**src/rtl/hazard_ctrl.sv**
```systemverilog
// Pipeline sequencing controller for the MIPS-Lite 5-stage pipeline: load-use stall,
// taken-branch squash, HALT drain, and saturating stall/flush performance counters.
module hazard_ctrl #(
  parameter int OPW       = 6,
  parameter int REGW      = 5,
  parameter int CNTW      = 32,
  parameter int DRAIN_CYC = 3
) (
  input  logic            clk,
  input  logic            rst,
  input  logic            id_valid,
  input  logic [31:0]     id_instr,
  input  logic            ex_br_taken,
  output logic            pc_en,
  output logic            ifid_en,
  output logic            ifid_flush,
  output logic            idex_bubble,
  output logic            halted,
  output logic [CNTW-1:0] stall_cnt,
  output logic [CNTW-1:0] flush_cnt
);

  localparam int DW = (DRAIN_CYC > 1) ? $clog2(DRAIN_CYC) : 1;

  typedef enum logic [1:0] {RUN, DRAIN, HALTED} state_t;

  state_t          state;
  logic [DW-1:0]   dcnt;
  logic            ex_ld_v;
  logic [REGW-1:0] ex_ld_rd;

  logic [OPW-1:0]  opcode;
  logic [REGW-1:0] rs;
  logic [REGW-1:0] rt;
  logic            rd_rs;
  logic            rd_rt;
  logic            is_ldw;
  logic            is_halt;
  logic            load_use;
  logic            br_evt;
  logic            stall_evt;
  logic            halt_evt;
  logic            unused_bits;

  assign opcode      = id_instr[31 -: OPW];
  assign rs          = id_instr[31-OPW -: REGW];
  assign rt          = id_instr[31-OPW-REGW -: REGW];
  assign unused_bits = ^id_instr[31-OPW-2*REGW:0];

  function automatic logic [CNTW-1:0] sat_inc(input logic [CNTW-1:0] v);
    sat_inc = (&v) ? v : v + 1'b1;
  endfunction

  // Decode which source fields the ID instruction actually reads
  always_comb begin
    rd_rs   = 1'b0;
    rd_rt   = 1'b0;
    is_ldw  = 1'b0;
    is_halt = 1'b0;
    case (opcode)
      OPW'(0), OPW'(2), OPW'(4), OPW'(6), OPW'(8), OPW'(10),
      OPW'(13), OPW'(15): begin
        rd_rs = 1'b1;
        rd_rt = 1'b1;
      end
      OPW'(1), OPW'(3), OPW'(5), OPW'(7), OPW'(9), OPW'(11),
      OPW'(14), OPW'(16): rd_rs = 1'b1;
      OPW'(12): begin
        rd_rs  = 1'b1;
        is_ldw = 1'b1;
      end
      OPW'(17): is_halt = 1'b1;
      default: ;
    endcase
  end

  assign load_use = id_valid & ex_ld_v &
                    ((rd_rs & (rs == ex_ld_rd)) | (rd_rt & (rt == ex_ld_rd)));

  always_comb begin
    pc_en       = 1'b0;
    ifid_en     = 1'b0;
    ifid_flush  = 1'b0;
    idex_bubble = 1'b1;
    br_evt      = 1'b0;
    stall_evt   = 1'b0;
    halt_evt    = 1'b0;
    if (state == RUN) begin
      if (ex_br_taken) begin
        pc_en      = 1'b1;
        ifid_en    = 1'b1;
        ifid_flush = 1'b1;
        br_evt     = 1'b1;
      end else if (load_use) begin
        stall_evt = 1'b1;
      end else if (id_valid && is_halt) begin
        // HALT moves on to EX while nothing new is fetched behind it
        ifid_flush  = 1'b1;
        idex_bubble = 1'b0;
        halt_evt    = 1'b1;
      end else begin
        pc_en       = 1'b1;
        ifid_en     = 1'b1;
        idex_bubble = 1'b0;
      end
    end
  end

  always_ff @(posedge clk) begin
    if (rst) begin
      state     <= RUN;
      dcnt      <= '0;
      ex_ld_v   <= 1'b0;
      ex_ld_rd  <= '0;
      halted    <= 1'b0;
      stall_cnt <= '0;
      flush_cnt <= '0;
    end else begin
      ex_ld_v  <= id_valid & is_ldw & ~idex_bubble;
      ex_ld_rd <= rt;
      if (stall_evt) stall_cnt <= sat_inc(stall_cnt);
      if (br_evt)    flush_cnt <= sat_inc(flush_cnt);
      case (state)
        RUN: if (halt_evt) begin
          state <= DRAIN;
          dcnt  <= DW'(DRAIN_CYC - 1);
        end
        DRAIN: if (dcnt == '0) begin
          state  <= HALTED;
          halted <= 1'b1;
        end else begin
          dcnt <= dcnt - 1'b1;
        end
        default: state <= HALTED;
      endcase
    end
  end

endmodule

```
**config.mk**
```make
export PLATFORM = sky130hd
export DESIGN_NAME = hazard_ctrl
export DESIGN_NICKNAME = d
export VERILOG_FILES = /design/src/rtl/hazard_ctrl.sv
export SDC_FILE = /design/constraint.sdc
export NUM_CORES = 1
export LEC_CHECK = 0
export BUFFER_PORTS_ARGS = -buffer_cell sky130_fd_sc_hd__clkbuf_2
export CORE_ASPECT_RATIO = 1.75
export CORE_MARGIN = 2
export CORE_UTILIZATION = 45
export DETAILED_ROUTE_END_ITERATION = 8
export PLACE_DENSITY = 0.73
export SETUP_SLACK_MARGIN = 0.2
export SYNTH_ARGS = -nofsm -noshare
export SYNTH_HDL_FRONTEND = slang
export SYNTH_SLANG_ARGS = --single-unit
```
**constraint.sdc**
```tcl
create_clock -name clk -period 1.9 [get_ports clk]
set_input_delay 0.095 -clock clk [delete_from_list [all_inputs] [get_ports clk]]
set_output_delay 0.095 -clock clk [all_outputs]
set_load 0.01 [all_outputs]
```
==> flow_summary.ini, run 1 <==
[layout]
num_antenna_cells = 0
nets = 702
final_common_cell = buf_4
syn_to_final_growth_pct = 67.6
drive_above_1_share = 0.555
final_cell_mix = buf_4, clkbuf_2, nor2_1, xnor2_1, dfxtp_2

[placed_design]
io_buffers = 88
place_hpwl_mm = 7.87
gp_congestion = 0.935
place_ws_ns = -0.148

[floorplanning]
die_w_um = 74.1
die_h_um = 127
num_io_pins = 105
start_util = 0.465
core-area_um2 = 8310
rows = 44
die_area_um2 = 9380

[drt]
routedWlPerCell_um = 16.7
remaining_drc_errors = 0
avgViaCountPerCell = 5.67
drtPass1Iterations = 4
drtIter0Drc = 282
drtAntennaViolNets = 0
drt-total-wl_mm = 13.1
dr_total_vias = 4442

[run_status]
violations = setup timing
outcome = finished, violations left

[sta]
clock.fmax_ghz = 0.494
relSlewSlack = 0.689
drv_slew = 0
finalHoldViolations = 0
tightest_slew_ns = 0.465
clock_skew_ns = 0.00811
rsz0062_at_grt = true
setup_ws_ns = -0.122
finalCritPeriodShare = 1.06
final.min_clock_period_ns = 2.02
setup_violations = 11
final.setup.tns_ns = -0.628

[synth]
ys_warn_count = 0
synth.top_cell.area_share = 0.388
syn_area_per_cell_um2 = 8.28
ys_seq_area_frac = 0.388
synth_mux_area_frac = 0.0204
synthXorXnorAreaFrac = 0.0770
synth_top_family_by_area = simple AND/OR/NAND/NOR gates
synthSimpleGateAreaFrac = 0.353
synth_fp_nets = 506
synth-edff-count = 0
synth_area_leaders = dfxtp_1, xnor2_1, nor2_1
synth-seq-cells = 75
yosysUniqueCellTypes = 50
synthesis.area_um2 = 3870
synth-adder-area-share = 0.00970
yosys.area.top_type = dfxtp_1
dominantRegCellSynth = dfxtp_1
synthArstFlopShare = 0
synth_compound_area_frac = 0.112
postSynthCellCount = 467

[power_and_ir_drop]
p_leak_nw = 2.51
p_int_mw = 2.67
seqPwrFrac = 0.463
p_sw_frac = 0.217
p_per_area_nw_per_um2 = 527
comb_power_share = 0.051
net-switching-power_uw = 741
max-vdd-ir-drop_mv = 0.410
clockPowerShare = 0.485

[worst_hold_path]
min_path_type = in -> reg

[clocking]
cts_root_buf = clkbuf_16
clk_latency_ns = 0.33
clk_pin_slew_worst_paths_ns = 0.06
cts_sinks = 75
cts_tree = done
clockBufferDepth = 2
cts_buffers = 9
htreeDepth = 3

[worst_setup_path]
path_max_fanout = 3
cp-start-kind = flop
worstPathArrival_ns = 2.29
path_class = reg -> reg
required_ns = 2.17
end_kind = flop

[job]
drv_cap = 0

[grt]
grt_pass1_vias = 4301
grt_use_total = 0.265
grt_pass1_wl_mm = 19.7
antenna_found_initial = 0
overflow = 0
grt_max_degree = 57
==> through the flow <==
stage / area, um2 / util / hold WS (ns) / power, mW / std cells
after global placement: 5270 / 0.634 / 0.335 / 1.77 / 733
final: 6480 / 0.780 / 0.0137 / 3.41 / 783
after global routing: 6480 / 0.780 / 0.00401 / 3.52 / 783
after floorplan: 4150 / - / 0.223 / 1.70 / 467
after detailed placement: 5270 / 0.634 / 0.341 / 1.77 / 733
after CTS: 6110 / 0.735 / 0.00346 / 3.42 / 767
==> metal layers <==
metal  wire, um  global-route usage  vias up  share of wire
li1           -                   -     2096              -
met1       4840               0.282     2169           0.37
met2       7380               0.475      147           0.56
met3        518              0.0556       30          0.040
met4        375               0.132        0          0.029
met5          0                   0        -              0
==> critical path: stages, from the launching register on <==
cell and delay (ns):
dfxtp_1 0.30, and4_1 0.22, and3_1 0.21, and4_4 0.21
buf_6 0.11, or3b_1 0.37, or3_1 0.40, a21oi_2 0.14
==> sequential cells by signal (all words and copies together) (netlist names) <==
name       flops
flush_cnt     32
state          2
halted         1
ex_ld_v        1
dcnt           2
ex_ld_rd       5
stall_cnt     32
==> power by group through the flow <==
| stage | registers [mW] | clock network, mW | logic (mW) |
|---|---|---|---|
| 3_5_place_dp | 1.62 | 0 | 0.149 |
| 4_1_cts | 1.59 | 1.68 | 0.157 |
| 5_1_grt | 1.58 | 1.75 | 0.189 |
| 6_report | 1.58 | 1.66 | 0.175 |
| 2_1_floorplan | 1.62 | 0 | 0.0811 |
| 3_3_place_gp | 1.62 | 0 | 0.144 |
==> area by class of cell <==
type	instances	area [um2]
Clock buffer	15	288
Clock inverter	1	5.00
Fill cell	522	1830
Inverter	10	37.5
Multi-Input combinational cell	360	2930
Sequential cell	75	1600
Tap cell	115	144
Timing Repair Buffer	207	1480
==> final timing paths <==
check / from / end / slack (ns) / cells past startpoint
setup / recovery: stall_cnt[26] / stall_cnt[30] / -0.12 / 7
hold / removal: id_instr[16] / ex_ld_rd[0] / 0.01 / 2
setup reg to reg: stall_cnt[26] / stall_cnt[30] / -0.12 / 7
hold reg to reg: halted / halted / 0.47 / 2
==> kinds of logic after synthesis <==
| group | after synthesis |
|---|---|
| buf+inv | 33 |
| fa+ha+maj | 3 |
| flops | 75 |
| xor+xnor | 34 |
| simple gates | 240 |
| compound gates | 75 |
| mux | 7 |
==> Yosys cell counts, drive strengths merged, types with 10 or more instances <==
master	count
xnor2	33
buf	10
inv	10
a21oi	33
nand2	26
nand4	25
o21ai	24
nor2b	14
nor3	16
nor2	51
nand3	18
clkbuf	13
or3	24
and4	11
nor4	19
dfxtp	75
==> repair_timing <==
action / in CTS / in global routing
hold buffers: 1 / 0
gates resized for setup: 85 / 59
buffers inserted: 14 / 16
setup endpoints to repair: 63 / 67
hold endpoints to repair: 1 / 0
pin swaps: 42 / 38
cloned: 3 / 0
Note: power is estimated with default switching activity, not from simulation.
==> run 2: changes to the inputs <==
ABC_AREA = 1   (was unset)
PLACE_DENSITY = 0.71   (was 0.73)
RECOVER_POWER = 50   (was unset)
SLEW_MARGIN = 0   (was unset)
==> run 2 against run 1 <==
The run now ends clean. Die area is 17% higher. Final cell count is 28% higher. Worst setup slack better by 0.17 ns. Largest power group is now sequential cells. Highest routed layer unchanged.
==> flow_summary.ini, run 2 <==
[layout]
num_antenna_cells = 0
final_area_um2 = 6910
drive_above_1_share = 0.392
final_common_cell = nand2_1
syn_to_final_growth_pct = 51.8
final_cell_mix = nand2_1, clkbuf_2, nor2_1, buf_4, inv_1
fin_util = 0.702
reg_top3 = flush_cnt (32), stall_cnt (32), ex_ld_rd (5)
nets = 909
instances_no_fill = 1000

[worst_setup_path]
rrSetupSlack_ns = 0.05
cp-start-kind = flop
critPathLaunch = stall_cnt[1]
end_kind = flop
required_ns = 2.13
cp_top_family = simple AND/OR/NAND/NOR gates
reg2reg_depth = 12
critical_path_buf_inv_count = 2
worstPathArrival_ns = 2.08
crit_slowest_cell = dfxtp_4
r2r_start = stall_cnt[1]
path_max_fanout = 8
cpPeakStageDelay_ns = 0.35
crit_chain = ha_4 > nand2_4 > nor2_4 > nand3_2 > nor3_2 > nand3b_1 > nand4_4 > buf_12 > clkbuf_16 > nand2_2 > nand2_1 > nor2_1
path_class = reg -> reg
rr_endpoint = stall_cnt[0]

[floorplanning]
core-area_um2 = 9850
die_h_um = 137
start_util = 0.463
rows = 48
num_io_pins = 105
die_w_um = 80.1
die_area_um2 = 11000

[synth]
synth_area_leaders = dfxtp_1, nand2_1, nor2_1
syn_area_per_cell_um2 = 6.54
postSynthCellCount = 697
synth.top_cell.area_share = 0.330
synthArstFlopShare = 0
synth-edff-count = 0
ys_warn_count = 0
synth-seq-cells = 75
synthesis.area_um2 = 4560
synth_most_common_cell = nand2_1
synthTopCellsByCount = nand2_1, nor2_1, dfxtp_1, inv_1, a21oi_1
ys_seq_area_frac = 0.330
yosys.area.top_type = dfxtp_1
dominantRegCellSynth = dfxtp_1
yosysUniqueCellTypes = 33
synth_fp_nets = 736

[placed_design]
io_buffers = 88
place_inst = 952
place_area_um2 = 5700
place_hpwl_mm = 11.3
gp_congestion = 0.977

[job]
drv_cap = 0

[clocking]
clockBufferDepth = 2
clk_pin_slew_worst_paths_ns = 0.06
cts_sinks = 75
htreeDepth = 3
clk_latency_ns = 0.33
cts_tree = done
cts_buffers = 9
cts_root_buf = clkbuf_16

[grt]
grt_use_total = 0.295
grt_pass1_wl_mm = 25.1
grt_pass1_vias = 5350
overflow = 0
grt_max_degree = 56
antenna_found_initial = 0

[worst_hold_path]
hp-start = id_valid
min_path_type = in -> reg
hold-path-cell-count = 3
min_to = ex_ld_v

[drt]
drtAntennaViolNets = 0
remaining_drc_errors = 0
avgViaCountPerCell = 5.57
drt-total-wl_mm = 16.9
dr_total_vias = 5574
routedWlPerCell_um = 16.9
drtIter0Drc = 384
drtPass1Iterations = 5

[sta]
finalCritPeriodShare = 0.974
clock.fmax_ghz = 0.540
tightest_slew_ns = 0.843
rsz0062_at_grt = true
finalHoldViolations = 0
setup_violations = 0
relSlewSlack = 0.438
clock_skew_ns = 0.00941
drv_slew = 0
final.min_clock_period_ns = 1.85

[power_and_ir_drop]
max-vdd-ir-drop_mv = 0.552
p_per_area_nw_per_um2 = 494
p_leak_nw = 2.93
p_total_mw = 3.42

[run_status]
outcome = finished clean
-- run 2: where the power goes --
group	total [mW]	switching [mW]	internal (mW)
clock network	1.56	0.647	0.915
registers	1.59	0.0112	1.58
logic	0.265	0.159	0.105
-- run 2: worst max path at each step --
stage          cells past startpoint       endpoint  slack, ns
2_1_floorplan                     12  flush_cnt[18]       0.14
3_3_place_gp                      11   flush_cnt[0]      -0.02
3_5_place_dp                      11   flush_cnt[0]      -0.05
4_1_cts                           12  flush_cnt[26]       0.07
5_1_grt                           11   stall_cnt[0]      -0.08
6_report                          12   stall_cnt[0]       0.05
-- run 2: worst register-to-register path, stage by stage, from the launching register on --
cell       delay [ns]
dfxtp_4          0.35
ha_4             0.16
nand2_4          0.06
nor2_4           0.15
nand3_2          0.11
nor3_2           0.13
nand3b_1         0.17
nand4_4          0.18
buf_12           0.14
clkbuf_16        0.16
nand2_2          0.05
nand2_1          0.05
nor2_1           0.05
-- run 2: layout make-up --
| type | instances | area (um2) |
|---|---|---|
| Tap cell | 125 | 156 |
| Inverter | 70 | 268 |
| Clock buffer | 13 | 250 |
| Multi-Input combinational cell | 526 | 3250 |
| Clock inverter | 3 | 15.0 |
| Timing Repair Buffer | 188 | 1440 |
| Fill cell | 838 | 2940 |
| Sequential cell | 75 | 1540 |
-- run 2: routing by layer --
| metal | GRT usage | wire length, um | vias up |
|---|---|---|---|
| met4 | 0.213 | 1270 | 0 |
| met2 | 0.560 | 9110 | 223 |
| met5 | 0 | 0 | - |
| met3 | 0.0416 | 736 | 89 |
| met1 | 0.277 | 5820 | 2614 |
| li1 | - | - | 2648 |
-- run 2: what timing repair did --
item / 4_1_cts / 5_1_grt
setup buffers: 15 / 7
endpoints found under the setup margin: 67 / 67
cloned: 2 / 3
hold endpoints to repair: 5 / 0
hold buffers: 5 / 0
resized for setup: 61 / 115
pin swaps: 26 / 36
-- run 2: metrics by stage --
step           hold slack [ns]  TNS [ns]  setup WS (ns)
2_1_floorplan            0.202         0          0.136
3_3_place_gp             0.318   -0.0264        -0.0153
3_5_place_dp             0.320    -0.615        -0.0543
4_1_cts                 0.0167         0         0.0688
5_1_grt                 0.0145     -1.05        -0.0757
6_report                0.0269         0         0.0494
-- run 2: kinds of logic (layout without fill, tap and decap cells) --
logic type,Yosys count,count (layout),share of synthesized area
fa+ha+maj,3,3,0.00824
xor+xnor,51,51,0.0981
flops,75,75,0.330
compound gates,75,75,0.0846
simple gates,397,397,0.392
buf+inv,96,274,0.0873
==> run 3: changes to the inputs <==
CELL_PAD_IN_SITES_DETAIL_PLACEMENT = 0   (was unset)
CELL_PAD_IN_SITES_GLOBAL_PLACEMENT = 1   (was unset)
CORE_UTILIZATION = 34   (was 45)
GPL_ROUTABILITY_DRIVEN = 0   (was unset)
PLACE_DENSITY = 0.76   (was 0.71)
==> run 3 against run 2 <==
The flow now finishes with violations (setup timing). Largest cell class unchanged. Die area grew 31%. Clock power increased by 9.6%. Sequential cell count stayed put. Final cell count rose by 5.5%. Clock skew decreased by 0.0023 ns. Via count fell by 1.6%. Total power increased by 3.7%. Routed wire length down 0.25%. Critical path depth decreased by 2. Hold slack improved by 0.0033 ns. Sequential share of layout area down 0.10 points.
==> flow_summary.ini, run 3 (synthesis gave the netlist of run 2 again) <==
[run_status]
outcome = finished, violations left
violations = setup timing

[placed_design]
io_buffers = 88
place_hpwl_mm = 11.4
place_ws_ns = -0.0425
place_inst = 1004

[drt]
drtPass1Iterations = 7
drtAntennaViolNets = 0
drtIter0Drc = 206
dr_total_vias = 5486
remaining_drc_errors = 0
routedWlPerCell_um = 16.0
avgViaCountPerCell = 5.20
drt-total-wl_mm = 16.9

[floorplanning]
die_w_um = 91.5
start_util = 0.344
rows = 56
core-area_um2 = 13200
num_io_pins = 105
die_area_um2 = 14400
die_h_um = 157

[sta]
clock.fmax_ghz = 0.523
setup_ws_ns = -0.0106
final.min_clock_period_ns = 1.91
tightest_slew_ns = 0.791
finalHoldViolations = 0
final.setup.tns_ns = -0.0106
setup_violations = 1
relSlewSlack = 0.473
finalCritPeriodShare = 1.01
drv_slew = 0
rsz0062_at_grt = true
clock_skew_ns = 0.00711

[worst_setup_path]
cp-start-kind = flop
end_kind = flop
path_class = reg -> reg
required_ns = 2.13
worstPathArrival_ns = 2.14
path_max_fanout = 6

[clocking]
cts_sinks = 75
htreeDepth = 3
clockBufferDepth = 2
cts_root_buf = clkbuf_16
clk_latency_ns = 0.33
cts_buffers = 9
cts_tree = done
clk_pin_slew_worst_paths_ns = 0.06

[layout]
instances_no_fill = 1055
nets = 915
final_common_cell = nand2_1
num_antenna_cells = 0
final_cell_mix = nand2_1, buf_4, clkbuf_2, nor2_1, inv_1
drive_above_1_share = 0.365
reg_top3 = flush_cnt (32), stall_cnt (32), ex_ld_rd (5)
syn_to_final_growth_pct = 52.1

[power_and_ir_drop]
p_leak_nw = 2.94
p_per_area_nw_per_um2 = 511
max-vdd-ir-drop_mv = 0.383

[job]
drv_cap = 0

[grt]
grt_pass1_vias = 5296
grt_pass1_wl_mm = 25.0
grt_use_total = 0.219
antenna_found_initial = 0
overflow = 0
grt_max_degree = 56

[worst_hold_path]
min_path_type = in -> reg
-- run 3: cell types whose count changed in the layout (fill, tap and decap cells not counted), moves of 6 or more --
cell / previous run / this run
nand2_4: 32 / 24
clkbuf_1: 3 / 19
nand2_1: 127 / 133
clkbuf_2: 85 / 70
a21oi_1: 23 / 29
a21oi_2: 32 / 26
-- run 3: report_power, final --
group | internal, mW | switching (mW) | leakage, nW
combinational | 0.0991 | 0.148 | 2.18
sequential | 1.58 | 0.0101 | 0.615
clock | 1.01 | 0.700 | 0.140
total | 2.69 | 0.857 | 2.94
-- run 3: final cells by class --
type / instances / area [um2]
Sequential cell: 75 / 1540
Multi-Input combinational cell: 526 / 3200
Clock inverter: 4 / 32.5
Tap cell: 174 / 218
Clock buffer: 12 / 268
Timing Repair Buffer: 194 / 1410
Inverter: 70 / 268
Fill cell: 1311 / 6310
-- run 3: worst max-delay path, cell delays in order, from the launching register on --
cell and delay [ns]:
dfxtp_1 0.47, nand2_1 0.13, nor2_2 0.17, nand3_4 0.12, nor3_4 0.13, nand3b_1 0.18
nand4_4 0.22, clkbuf_16 0.22, nor2_2 0.04, nor2_1 0.08, nor2_1 0.04
-- run 3: worst paths after layout --
kind                            slack (ns)  depth (start not counted)      endpoint         start
worst max-delay path                 -0.01                         10  stall_cnt[5]  stall_cnt[7]
worst min-delay path                  0.03                          3       ex_ld_v      id_valid
worst max register to register       -0.01                         10  stall_cnt[5]  stall_cnt[7]
worst min register to register        0.46                          2  flush_cnt[4]  flush_cnt[4]
-- run 3: per-stage QoR --
step / area [um2] / utilization / power (mW) / hold slack, ns
after floorplan: 4690 / - / 1.75 / 0.202
after global placement: 5740 / 0.433 / 1.83 / 0.318
after detailed placement: 5740 / 0.433 / 1.84 / 0.326
after CTS: 6320 / 0.477 / 3.58 / 0.0160
after global routing: 6930 / 0.523 / 3.68 / 0.0433
final: 6930 / 0.523 / 3.54 / 0.0302
-- run 3: layer usage --
layer	track usage	wire (um)	part of all wire	vias to the layer above
li1	-	-	-	2657
met1	0.212	5720	0.34	2557
met2	0.427	9310	0.55	203
met3	0.0330	754	0.045	69
met4	0.132	1120	0.066	0
met5	0	0	0	-
-- run 3: repair_timing --
action / in CTS / in global routing
gates resized for setup: 41 / 133
pin swaps: 18 / 43
endpoints found under the setup margin: 67 / 68
cloned: 1 / 8
setup buffers: 11 / 10
hold buffers: 5 / 0
hold endpoints to repair: 5 / 0
